--- src/rtl/subword_sbox_pipe_if.sv ---
// Word stream bus shared by the key-expansion word generator, the S-box pipe
// and the round-key XOR stage.
interface subword_sbox_pipe_if;
  logic        in_valid;
  logic        in_ready;
  logic [31:0] in_word;
  logic        in_inv;
  logic        out_valid;
  logic        out_ready;
  logic [31:0] out_word;
  logic        out_inv;

  modport master (
    output in_valid, in_word, in_inv, out_ready,
    input  in_ready, out_valid, out_word, out_inv
  );

  modport slave (
    input  in_valid, in_word, in_inv, out_ready,
    output in_ready, out_valid, out_word, out_inv
  );
endinterface

--- src/rtl/subword_sbox_pipe.sv ---
// Four-lane SubWord / InvSubWord pipe using GF(((2^2)^2)^2) tower-field inversion,
// with an input capture register ahead of the three arithmetic stages.
module subword_sbox_pipe (
  input  logic               clk,
  input  logic               rst,
  subword_sbox_pipe_if.slave bus
);

  localparam logic [3:0] LAMBDA = 4'b1100;

  function automatic logic [1:0] gf4_mul(input logic [1:0] a, input logic [1:0] b);
    gf4_mul = {(a[1] & b[1]) ^ (a[1] & b[0]) ^ (a[0] & b[1]),
               (a[1] & b[1]) ^ (a[0] & b[0])};
  endfunction

  function automatic logic [1:0] gf4_mul_phi(input logic [1:0] a);
    gf4_mul_phi = {a[1] ^ a[0], a[1]};
  endfunction

  function automatic logic [3:0] gf16_mul(input logic [3:0] a, input logic [3:0] b);
    logic [1:0] hh;
    hh = gf4_mul(a[3:2], b[3:2]);
    gf16_mul = {hh ^ gf4_mul(a[3:2], b[1:0]) ^ gf4_mul(a[1:0], b[3:2]),
                gf4_mul_phi(hh) ^ gf4_mul(a[1:0], b[1:0])};
  endfunction

  // a^14 = a^-1 in GF(2^4); zero stays zero, which gives the S-box 0 -> 0 rule.
  function automatic logic [3:0] gf16_inv(input logic [3:0] a);
    logic [3:0] a2, a4, a8;
    a2 = gf16_mul(a, a);
    a4 = gf16_mul(a2, a2);
    a8 = gf16_mul(a4, a4);
    gf16_inv = gf16_mul(gf16_mul(a8, a4), a2);
  endfunction

  function automatic logic [7:0] iso_map(input logic [7:0] q);
    iso_map = {q[7] ^ q[5],
               q[7] ^ q[6] ^ q[4] ^ q[3] ^ q[2] ^ q[1],
               q[7] ^ q[5] ^ q[3] ^ q[2],
               q[7] ^ q[5] ^ q[3] ^ q[2] ^ q[1],
               q[7] ^ q[6] ^ q[2] ^ q[1],
               q[7] ^ q[4] ^ q[3] ^ q[2] ^ q[1],
               q[6] ^ q[4] ^ q[1],
               q[6] ^ q[1] ^ q[0]};
  endfunction

  function automatic logic [7:0] iso_inv(input logic [7:0] q);
    iso_inv = {q[7] ^ q[6] ^ q[5] ^ q[1],
               q[6] ^ q[2],
               q[6] ^ q[5] ^ q[1],
               q[6] ^ q[5] ^ q[4] ^ q[2] ^ q[1],
               q[5] ^ q[4] ^ q[3] ^ q[2] ^ q[1],
               q[7] ^ q[4] ^ q[3] ^ q[2] ^ q[1],
               q[5] ^ q[4],
               q[6] ^ q[5] ^ q[4] ^ q[2] ^ q[0]};
  endfunction

  function automatic logic [7:0] affine_fwd(input logic [7:0] b);
    affine_fwd = b ^ {b[6:0], b[7]} ^ {b[5:0], b[7:6]} ^ {b[4:0], b[7:5]}
               ^ {b[3:0], b[7:4]} ^ 8'h63;
  endfunction

  function automatic logic [7:0] affine_inv(input logic [7:0] s);
    affine_inv = {s[6:0], s[7]} ^ {s[4:0], s[7:5]} ^ {s[1:0], s[7:2]} ^ 8'h05;
  endfunction

  // Returns {hi, lo, d} for one lane.
  function automatic logic [11:0] s1_lane(input logic [7:0] b, input logic inv);
    logic [7:0] m;
    logic [3:0] hi, lo;
    m  = iso_map(inv ? affine_inv(b) : b);
    hi = m[7:4];
    lo = m[3:0];
    s1_lane = {hi, lo, gf16_mul(gf16_mul(hi, hi), LAMBDA) ^ gf16_mul(hi, lo)
                       ^ gf16_mul(lo, lo)};
  endfunction

  function automatic logic [7:0] s3_lane(input logic [3:0] hi, input logic [3:0] lo,
                                         input logic [3:0] dinv, input logic inv);
    logic [7:0] b;
    b = iso_inv({gf16_mul(hi, dinv), gf16_mul(hi ^ lo, dinv)});
    s3_lane = inv ? b : affine_fwd(b);
  endfunction

  logic stall;

  logic            vld_p0_q, inv_p0_q;
  logic [3:0][7:0] word_p0_q;
  logic            vld_p1_q, inv_p1_q;
  logic [3:0][3:0] hi_p1_q, lo_p1_q, d_p1_q;
  logic            vld_p2_q, inv_p2_q;
  logic [3:0][3:0] hi_p2_q, lo_p2_q, dinv_p2_q;
  logic            vld_p3_q, inv_p3_q;
  logic [3:0][7:0] word_p3_q;

  logic [3:0][3:0] hi_p1_d, lo_p1_d, d_p1_d, dinv_p2_d;
  logic [3:0][7:0] word_p3_d;

  assign stall        = vld_p3_q & ~bus.out_ready;
  assign bus.in_ready = ~stall;
  assign bus.out_valid = vld_p3_q;
  assign bus.out_inv   = inv_p3_q;
  assign bus.out_word  = word_p3_q;

  always_comb begin
    hi_p1_d   = '0;
    lo_p1_d   = '0;
    d_p1_d    = '0;
    dinv_p2_d = '0;
    word_p3_d = '0;
    for (int l = 0; l < 4; l++) begin
      {hi_p1_d[l], lo_p1_d[l], d_p1_d[l]} = s1_lane(word_p0_q[l], inv_p0_q);
      dinv_p2_d[l] = gf16_inv(d_p1_q[l]);
      word_p3_d[l] = s3_lane(hi_p2_q[l], lo_p2_q[l], dinv_p2_q[l], inv_p2_q);
    end
  end

  always_ff @(posedge clk) begin
    if (rst) begin
      vld_p0_q  <= 1'b0;
      inv_p0_q  <= 1'b0;
      word_p0_q <= '0;
      vld_p1_q  <= 1'b0;
      inv_p1_q  <= 1'b0;
      hi_p1_q   <= '0;
      lo_p1_q   <= '0;
      d_p1_q    <= '0;
      vld_p2_q  <= 1'b0;
      inv_p2_q  <= 1'b0;
      hi_p2_q   <= '0;
      lo_p2_q   <= '0;
      dinv_p2_q <= '0;
      vld_p3_q  <= 1'b0;
      inv_p3_q  <= 1'b0;
      word_p3_q <= '0;
    end else if (!stall) begin
      // p0: capture the accepted word
      vld_p0_q  <= bus.in_valid & bus.in_ready;
      inv_p0_q  <= bus.in_inv;
      word_p0_q <= bus.in_word;
      // p1: pre-transform, isomorphic map, norm d
      vld_p1_q  <= vld_p0_q;
      inv_p1_q  <= inv_p0_q;
      hi_p1_q   <= hi_p1_d;
      lo_p1_q   <= lo_p1_d;
      d_p1_q    <= d_p1_d;
      // p2: GF(2^4) inverse of d
      vld_p2_q  <= vld_p1_q;
      inv_p2_q  <= inv_p1_q;
      hi_p2_q   <= hi_p1_q;
      lo_p2_q   <= lo_p1_q;
      dinv_p2_q <= dinv_p2_d;
      // p3: recombine, inverse map, forward affine
      vld_p3_q  <= vld_p2_q;
      inv_p3_q  <= inv_p2_q;
      word_p3_q <= word_p3_d;
    end
  end

endmodule

--- src/flat_wrapper.sv ---
// flat-port wrapper written by rule: the top's interface ports become plain ports
module subword_sbox_pipe_flat 
  (clk, rst, bus_in_valid, bus_in_word, bus_in_inv, bus_out_ready, bus_in_ready, bus_out_valid, bus_out_word, bus_out_inv);
  subword_sbox_pipe_if bus_i ();
  input  logic clk;
  input  logic rst;
  input wire logic [$bits(bus_i.in_valid)-1:0] bus_in_valid;
  input wire logic [$bits(bus_i.in_word)-1:0] bus_in_word;
  input wire logic [$bits(bus_i.in_inv)-1:0] bus_in_inv;
  input wire logic [$bits(bus_i.out_ready)-1:0] bus_out_ready;
  output wire logic [$bits(bus_i.in_ready)-1:0] bus_in_ready;
  output wire logic [$bits(bus_i.out_valid)-1:0] bus_out_valid;
  output wire logic [$bits(bus_i.out_word)-1:0] bus_out_word;
  output wire logic [$bits(bus_i.out_inv)-1:0] bus_out_inv;
  assign bus_i.in_valid = bus_in_valid;
  assign bus_i.in_word = bus_in_word;
  assign bus_i.in_inv = bus_in_inv;
  assign bus_i.out_ready = bus_out_ready;
  assign bus_in_ready = bus_i.in_ready;
  assign bus_out_valid = bus_i.out_valid;
  assign bus_out_word = bus_i.out_word;
  assign bus_out_inv = bus_i.out_inv;
  subword_sbox_pipe u_core (.clk(clk), .rst(rst), .bus(bus_i));
endmodule
--- config.mk ---
export PLATFORM = sky130hd
export DESIGN_NAME = subword_sbox_pipe_flat
export DESIGN_NICKNAME = d
export VERILOG_FILES = /design/src/rtl/subword_sbox_pipe_if.sv /design/src/rtl/subword_sbox_pipe.sv /design/src/flat_wrapper.sv
export SDC_FILE = /design/constraint.sdc
export NUM_CORES = 1
export LEC_CHECK = 0
export BUFFER_PORTS_ARGS = -buffer_cell sky130_fd_sc_hd__buf_2
export CORE_MARGIN = 2
export CORE_UTILIZATION = 30
export CTS_CLUSTER_DIAMETER = 40
export DETAILED_ROUTE_END_ITERATION = 8
export REMOVE_ABC_BUFFERS = 1
export SETUP_SLACK_MARGIN = 0.5
export SYNTH_ARGS = -nofsm -noshare
export SYNTH_HDL_FRONTEND = slang
export SYNTH_SLANG_ARGS = --single-unit
--- constraint.sdc ---
create_clock -name clk -period 5.15 [get_ports clk]
set_input_delay 0.2575 -clock clk [delete_from_list [all_inputs] [get_ports clk]]
set_output_delay 0.2575 -clock clk [all_outputs]
set_load 0.01 [all_outputs]
== Word-level counts from Yosys, hierarchy flattened ==
Cells that the tools add are included.

* Shift-type cells: 0
* Eq/ne operators: 0
* Multiply operators: 0
* Muxes and demuxes: 8
* Bitwise gates (word level): 1272
* $lt $le $gt $ge: 0
* Reduce and logical (&&, ||, !) cells: 0
* Div/mod/pow operators: 0
* $add $sub $neg: 0

{| class="wikitable"
|+ Operator list
! operator !! number
|-
| $xor A1 B1 Y1 || 660
|-
| $and A1 B1 Y1 || 442
|-
| $xor A2 B2 Y2 || 124
|-
| $xor A8 B8 Y8 || 24
|-
| $mux W8 || 8
|-
| $xor A4 B4 Y4 || 12
|-
| $not A4 Y4 || 4
|-
| $not A2 Y2 || 4
|-
| $not A1 Y1 || 2
|}

* Memories kept: 0
* Bits in latches: 0
* Memory bits (read-only): 0
* Bits in writable memories: 0
* Flip-flop bits (word level): 168
* Bits of input ports: 37
* Logic and storage cells: 1320
* Output and inout port bits: 35

== Longest topological paths before layout ==
Gate-level depths: netlist (run 1).

* Depth after elaboration: 25
* Depth in mapped cells: 18
* Mapped depth without buffers: 16

== Worst setup path after synthesis (run 1) ==
OpenSTA, ideal clock, no wires.

* Path kind: flip-flop to flip-flop
* Start point: reg u_core.d_p1_q[2] (netlist bit)
* End point: reg u_core.dinv_p2_q[3] (netlist bit)
* Arrival: 3.898 ns
* Period minus slack after synthesis: 3.983 ns
* Path slack: 1.167 ns
* Path buffers: 1
* Data required time: 5.064 ns
* Stages on the path, launching flop included: 17
* Library setup time: 0.086 ns
* Path through: dfxtp_1 > inv_1 > ha_1 > nor2b_1 > nor2_1 > buf_1 > xnor2_1 > ha_1 > nand2b_1 > o22ai_1 > xnor2_1 > xnor2_1 > nor2_1 > a211o_1 > a22oi_1 > xnor3_1 > a211oi_1

* Word-level cells in the longest chain between the ends: 25

{| class="wikitable"
|+ RTL lines
! what !! RTL line !! source
|-
| from (decl) || subword_sbox_pipe.sv:90 || <nowiki>logic [3:0][3:0] hi_p1_q, lo_p1_q, d_p1_q;</nowiki>
|-
| from (signal assigned) || subword_sbox_pipe.sv:146 || <nowiki>d_p1_q <= d_p1_d;</nowiki>
|-
| $and A1 B1 Y1 || subword_sbox_pipe.sv:12 || <nowiki>gf4_mul = {(a[1] & b[1]) ^ (a[1] & b[0]) ^ (a[0] & b[1]),</nowiki>
|-
| $xor A1 B1 Y1 (2 in series) || subword_sbox_pipe.sv:12 ||
|-
| $xor A2 B2 Y2 / $xor A1 B1 Y1 (equally long branches) || subword_sbox_pipe.sv:23, subword_sbox_pipe.sv:17 ||
|-
| $xor A2 B2 Y2 (on tied branches) || subword_sbox_pipe.sv:23, subword_sbox_pipe.sv:24 ||
|-
| $and A1 B1 Y1 (on tied branches) || subword_sbox_pipe.sv:12, subword_sbox_pipe.sv:13 ||
|-
| $xor A1 B1 Y1 (2 in series) || subword_sbox_pipe.sv:12 ||
|-
| $xor A2 B2 Y2 / $xor A1 B1 Y1 (equally long branches) || subword_sbox_pipe.sv:23, subword_sbox_pipe.sv:17 ||
|-
| $xor A2 B2 Y2 (on tied branches) || subword_sbox_pipe.sv:23, subword_sbox_pipe.sv:24 ||
|-
| [... 3 more ...] || -- ||
|-
| $xor A2 B2 Y2 (2 in series) || subword_sbox_pipe.sv:23 || <nowiki>gf16_mul = {hh ^ gf4_mul(a[3:2], b[1:0]) ^ gf4_mul(a[1:0], b[3:2]),</nowiki>
|-
| $and A1 B1 Y1 (on tied branches) || subword_sbox_pipe.sv:12, subword_sbox_pipe.sv:13 ||
|-
| $xor A1 B1 Y1 (2 in series) || subword_sbox_pipe.sv:12 ||
|-
| $xor A2 B2 Y2 (2 in series) || subword_sbox_pipe.sv:23 ||
|-
| $and A1 B1 Y1 || subword_sbox_pipe.sv:12 ||
|-
| $xor A1 B1 Y1 (2 in series) || subword_sbox_pipe.sv:12 ||
|-
| $xor A2 B2 Y2 || subword_sbox_pipe.sv:23 ||
|-
| $xor A2 B2 Y2 (*) || subword_sbox_pipe.sv:23 ||
|-
| to (signal assigned) || subword_sbox_pipe.sv:152 || <nowiki>dinv_p2_q <= dinv_p2_d;</nowiki>
|-
| to (decl) || subword_sbox_pipe.sv:92 || <nowiki>logic [3:0][3:0] hi_p2_q, lo_p2_q, dinv_p2_q;</nowiki>
|}

Every way passes the cells marked *; elsewhere a longest branch is shown, timed or not.
A chain may end at the register's enable or synchronous reset.

== Worst setup path in the final report (run 1) ==
* Start point: reg u_core.d_p1_q[14] (netlist bit)
* End point: reg u_core.dinv_p2_q[15] (netlist bit)

Same word-level chain as after synthesis.

==> results of run 1 <==
==> metal layers <==
layer | routed length (um) | vias up | GRT usage
met5 | 0 | - | 0
met4 | 630 | 0 | 0.0430
met3 | 1020 | 34 | 0.0276
met2 | 16100 | 166 | 0.227
met1 | 17000 | 5967 | 0.173
li1 | - | 6649 | -
==> synthesized netlist by cell type, types with 26 or more instances <==
master and count:
nand2_1 337, nand3_1 27, o21ai_0 73, nor2b_1 27, inv_1 36, nand2b_1 26
a21oi_1 182, ha_1 32, xnor2_1 287, clkbuf_1 96, a211oi_1 38, nor2_1 174
nor3_1 36, mux2i_1 60, dfxtp_1 168, xor2_1 129
==> state kept, by name (all words and copies together), names as in the netlist <==
signal and count:
u_core.bus.out_word 32, u_core.word_p0_q 32, u_core.d_p1_q 16, u_core.dinv_p2_q 16, u_core.hi_p1_q 16, u_core.hi_p2_q 16, u_core.lo_p1_q 16, u_core.lo_p2_q 16
u_core.bus.out_inv 1, u_core.bus.out_valid 1, u_core.inv_p0_q 1, u_core.inv_p1_q 1, u_core.inv_p2_q 1, u_core.vld_p0_q 1, u_core.vld_p1_q 1, u_core.vld_p2_q 1
==> final cells by class <==
cell class	instances	share of cell area
inverter	39	0.00907
clock inverter	15	0.0127
multi-input combinational	1657	0.667
tap	672	0.0504
clock buffer	17	0.0255
timing repair buffer	94	0.0332
sequential	168	0.202
==> stage by stage <==
step                 util  hold WS [ns]
detailed placement  0.319         0.444
CTS                 0.333     0.0000521
finish              0.333        0.0347
floorplan               -         0.322
global route        0.333        0.0192
global placement    0.319         0.439
==> cell families after synthesis <==
kind of cell,Yosys count
simple gates,676
xor+xnor,454
compound gates,408
buf+inv,176
flops,168
mux,84
fa+ha+maj,35
==> where the power goes <==
group	internal [mW]	switching, mW
Clock	0.822	0.605
Combinational	4.58	5.02
Sequential	1.65	0.449
==> critical path, cell delays in order (launching register included) <==
cell       delay (ns)
dfxtp_1          0.36
inv_1            0.10
ha_1             0.29
xnor2_1          0.63
xnor2_1          0.30
ha_1             0.41
nand2b_1         0.16
a21oi_1          0.18
a21oi_1          0.07
xnor2_1          0.56
mux2i_1          0.28
a2bb2oi_1        0.23
xnor3_1          0.27
mux2_2           0.27
nor2_1           0.08
==> how the worst max path moves through the flow <==
stage,from,to,slack (ns),depth (start not counted)
3_5_place_dp,u_core.d_p1_q[7],u_core.dinv_p2_q[7],0.76,15
3_3_place_gp,u_core.d_p1_q[6],u_core.dinv_p2_q[7],0.87,16
5_1_grt,u_core.d_p1_q[3],u_core.dinv_p2_q[3],0.54,14
4_1_cts,u_core.d_p1_q[7],u_core.dinv_p2_q[7],0.73,15
2_1_floorplan,u_core.bus.out_valid,u_core.d_p1_q[13],-4.37,5
6_report,u_core.d_p1_q[14],u_core.dinv_p2_q[15],0.91,14
==> repair_timing <==
action	CTS	global route
hold buffers	8	0
hold endpoints to repair	8	0
resized for setup	0	2
endpoints found under the setup margin	0	2
setup buffers	0	0
==> run metrics, run 1 <==
CTS buffer count=17; Routed Antenna Nets=0; number of global-route vias before repair=12289; xor/xnor cell area share of the yosys netlist=0.292; share of cells above drive strength 1=0.0869; CP Class=reg2reg; Die Wd=229 um; Worst R2R Start=u_core.d_p1_q[14]; Antenna diodes=0; Non-Filler Instances=2662; crit path DAT=4.65 ns; DP Cell Count=2622; post-synthesis mux area share=0.0583; DRC viols=0; Hold Crit Class=in2reg; top cells by area in the synthesized netlist=dfxtp_1 (22%), xnor2_1 (17%), nand2_1 (8.3%), xor2_1 (7.4%), a21oi_1 (6.0%); PD cells=787 nW/um^2; # port buffers=71; die area=52500 um^2; Slew Limit Fails=0; r2r setup slk=0.91 ns; Worst IR Drop VDD=0.351 mV; Worst Hold End=u_core.word_p0_q[13]; area grow syn2layout=9.81%; register area share after synthesis=0.221; WL per Instance=13.1 um; DR pass1 iterations=5; setup TNS=0 ns; Total Wirelength=34.8 mm; CTS Buffer Depth=2; global-route wire length before repair=59.6 mm; CTS sink cnt=168; largest net degree at the start of global routing=75; Synth Area in Simple Gates=0.191; Die Height=229 um; Setup WS post-layout=0.911 ns; NumNets Final=2046; combinational family with the most area after synthesis=XOR/XNOR gates; Filler cells=5392; synthesized area=15200 um^2; CTS tree=built; crit path max fanout=8; number of max-cap violations=0; Compound-Gate Fraction of Synth Area=0.162; Main synth FF type=dfxtp_1; Final HPWL DP=24.7 mm; initial antenna violation count=0; Post-synth EDFFs=0; Reg2Reg Depth=14; dpl ws=0.757 ns; post-synth top area cell=dfxtp_1; post-placement cell area=16000 um^2; area share of the largest cell type after synthesis=0.221; Yosys warnings=0; GPL Wtd Cong=0.829; Overall Power=13.1 mW; number of I/O pins=72; Final Hold Vio Count=0; FP Rows=82; Hold Startpoint=bus_in_word[13]; # setup viols final=0; Fmax=0.236 GHz; clk_skew=0.0118 ns; asr flop ratio synth=0; Final Cell Area=16700 um^2; register area=3370 um^2; Slew headroom=0.443; Tmin final=4.24 ns; #FFs+latches synth=168; Synth Instances=2001; Worst Tran Pin Value=0.813 ns; Core Footprint=50100 um^2; gr usage total=0.135; Clk pin slew, worst setup/hold paths=0.07 ns; CTS root buf=clkbuf_16; final period utilization=0.823; total grt overflow=0; DRT iter0 DRCs=722; most frequent cells in the layout=nand2_1 (337), xnor2_1 (286), a21oi_1 (181); RSZ-0062 raised after global routing=no; synth unique cells=73; critical path startpoint category=register; Clock Latency Late Sink=0.48 ns; Initial Util=0.303; CP required=5.57 ns; Via Count=12816; vias per inst=4.81; Post-Synth Adder-Cell Area=0.0283; Leak=6.48 nW; Critical R2R Capture=u_core.dinv_p2_q[15]; outcome=finished clean; CP endpoint kind=register; hold path cells=3; H-tree levels=4; Multi-input gate area=11100 um^2; commonest non-fill, non-tap cell in the layout=nand2_1; syn avg cell area=7.59 um^2
(Power assumes the default switching activity.)
==> run 2, diff against run 1 <==
clock period = 4.2 ns   (was 5.15 ns; I/O delays follow)
==> run metrics, run 2 (synthesis results as in run 1) <==
grt met2 use=0.230; Worst Tran Pin Value=1.15 ns; Initial Util=0.303; Crit path depth=14; Core Footprint=50100 um^2; crit path max fanout=6; met1 global-route usage=0.174; Slew Limit Fails=0; RSZ-0062 raised after global routing=yes; most frequent cells in the layout=nand2_1 (337), xnor2_1 (275), a21oi_1 (180); gr usage total=0.136; switching portion of total power=0.460; Final Hold Vio Count=0; Clock Latency Late Sink=0.48 ns; Gate power share=0.755; CTS buffer count=17; final period utilization=0.824; share of cells above drive strength 1=0.127; WP buf/inv=2; Tmin final=3.46 ns; GRT busiest layer=met2; CP required=4.59 ns; NumNets Final=2105; final design utilization=0.348; outcome=finished clean; dpl ws=0.150 ns; crit path DAT=3.86 ns; FP Rows=82; Fmax=0.289 GHz; Leak=6.80 nW; Antenna diodes=0; Die Wd=229 um; slowest stage delay, CP=0.40 ns; clk_skew=0.0103 ns; Die Height=229 um; Slowest-stage cell, CP=dfxtp_2; Routed Antenna Nets=0; Setup WS post-layout=0.739 ns; Net Switching=7.80 mW; CTS tree=built; hold path cells=3; number of max-cap violations=0; Filler cells=5311; WL per Instance=13.2 um; Final HPWL DP=25.3 mm; CTS sink cnt=168; final hold slack=0.0339 ns; CP Cell Sequence=inv_1, ha_1, clkinvlp_4, xnor2_1, ha_1, nand2b_1, o22ai_1, xnor2_1, xnor2_1, nor2_1, a211o_1, a22oi_1, xnor3_1, a211oi_1; number of global-route vias before repair=12452; Multi-input gate area=11400 um^2; commonest non-fill, non-tap cell in the layout=nand2_1; global-route wire length before repair=59.9 mm; die area=52500 um^2; Hold Crit Class=in2reg; setup TNS=0 ns; critical path startpoint category=register; largest net degree at the start of global routing=93; number of I/O pins=72; crit-path leading delay family=XOR/XNOR gates; Reg2Reg Depth=14; CP endpoint kind=register; # setup viols final=0; CTS Buffer Depth=2; # port buffers=71; Total Wirelength=35.8 mm; DRT iter0 DRCs=743; Critical Path Most Common Cell=xnor2_1; area grow syn2layout=14.7%; Worst IR Drop VDD=0.550 mV; DR pass1 iterations=5; initial antenna violation count=0; GPL Wtd Cong=0.844; Cell Int Power=9.14 mW; sequential group share of total power=0.150; CP Class=reg2reg; total grt overflow=0; Via Count=13116; CTS root buf=clkbuf_16; PD cells=972 nW/um^2; GR Util met3=0.0286; Clock power frac=0.095; H-tree levels=4; Slew headroom=0.232; vias per inst=4.82; register area=3380 um^2; DRC viols=0; Clk pin slew, worst setup/hold paths=0.07 ns
## run 2: cell count changes in the layout (fill, tap and decap cells not counted), moves of 9 or more
cell | before | now
xnor2_2 | 10 | 19
buf_4 | 15 | 57
ha_1 | 32 | 21
dlygate4sd3_1 | 8 | 24
xnor2_1 | 286 | 275
## run 2: stage by stage
step	instances	power (mW)	area, um^2
2_1_floorplan	1864	12.3	14600
3_3_place_gp	2641	14.4	16100
3_5_place_dp	2641	14.7	16100
4_1_cts	2699	16.5	17000
5_1_grt	2721	18.6	17400
6_report	2721	16.9	17400
## run 2: power by group through the flow
stage,clock network [mW],registers [mW],logic (mW)
6_report,1.62,2.54,12.8
3_3_place_gp,0,2.54,11.9
2_1_floorplan,0,2.53,9.82
4_1_cts,1.69,2.53,12.3
5_1_grt,1.74,2.62,14.2
3_5_place_dp,0,2.56,12.1
## run 2: layer usage
layer	routed length (um)	vias to the layer above
met5	0	-
met4	628	0
met3	1020	35
met2	17100	157
met1	17100	6146
li1	-	6778
## run 2: tightest hold or removal path, delay by kind of cell
kind / cells / cell delay, ns
buffers and inverters: 1 / 0.10
and+or+nand+nor: 1 / 0.08
AOI/OAI and AO/OA: 1 / 0.07
## run 2: final timing paths
kind,slack (ns),end,startpoint
max reg2reg,0.74,u_core.dinv_p2_q[3],u_core.d_p1_q[3]
max,0.74,u_core.dinv_p2_q[3],u_core.d_p1_q[3]
min reg2reg,0.45,u_core.bus.out_word[3],u_core.bus.out_word[3]
min,0.03,u_core.word_p0_q[27],bus_in_word[27]
## run 2: cell type report
cell class | instances | area share
multi-input cells | 1657 | 0.655
flip-flops and latches | 168 | 0.194
repair buffers | 153 | 0.0597
well taps | 672 | 0.0482
clock buffers | 18 | 0.0252
inverters | 39 | 0.00905
clock inverters | 14 | 0.00861
## run 2: timing repair
action / 4_1_cts / 5_1_grt
endpoints found under the hold margin: 24 / 0
gates resized for setup: 15 / 48
buffers inserted: 2 / 22
hold buffers: 24 / 0
setup endpoints to repair: 11 / 17
pin swaps: 2 / 11
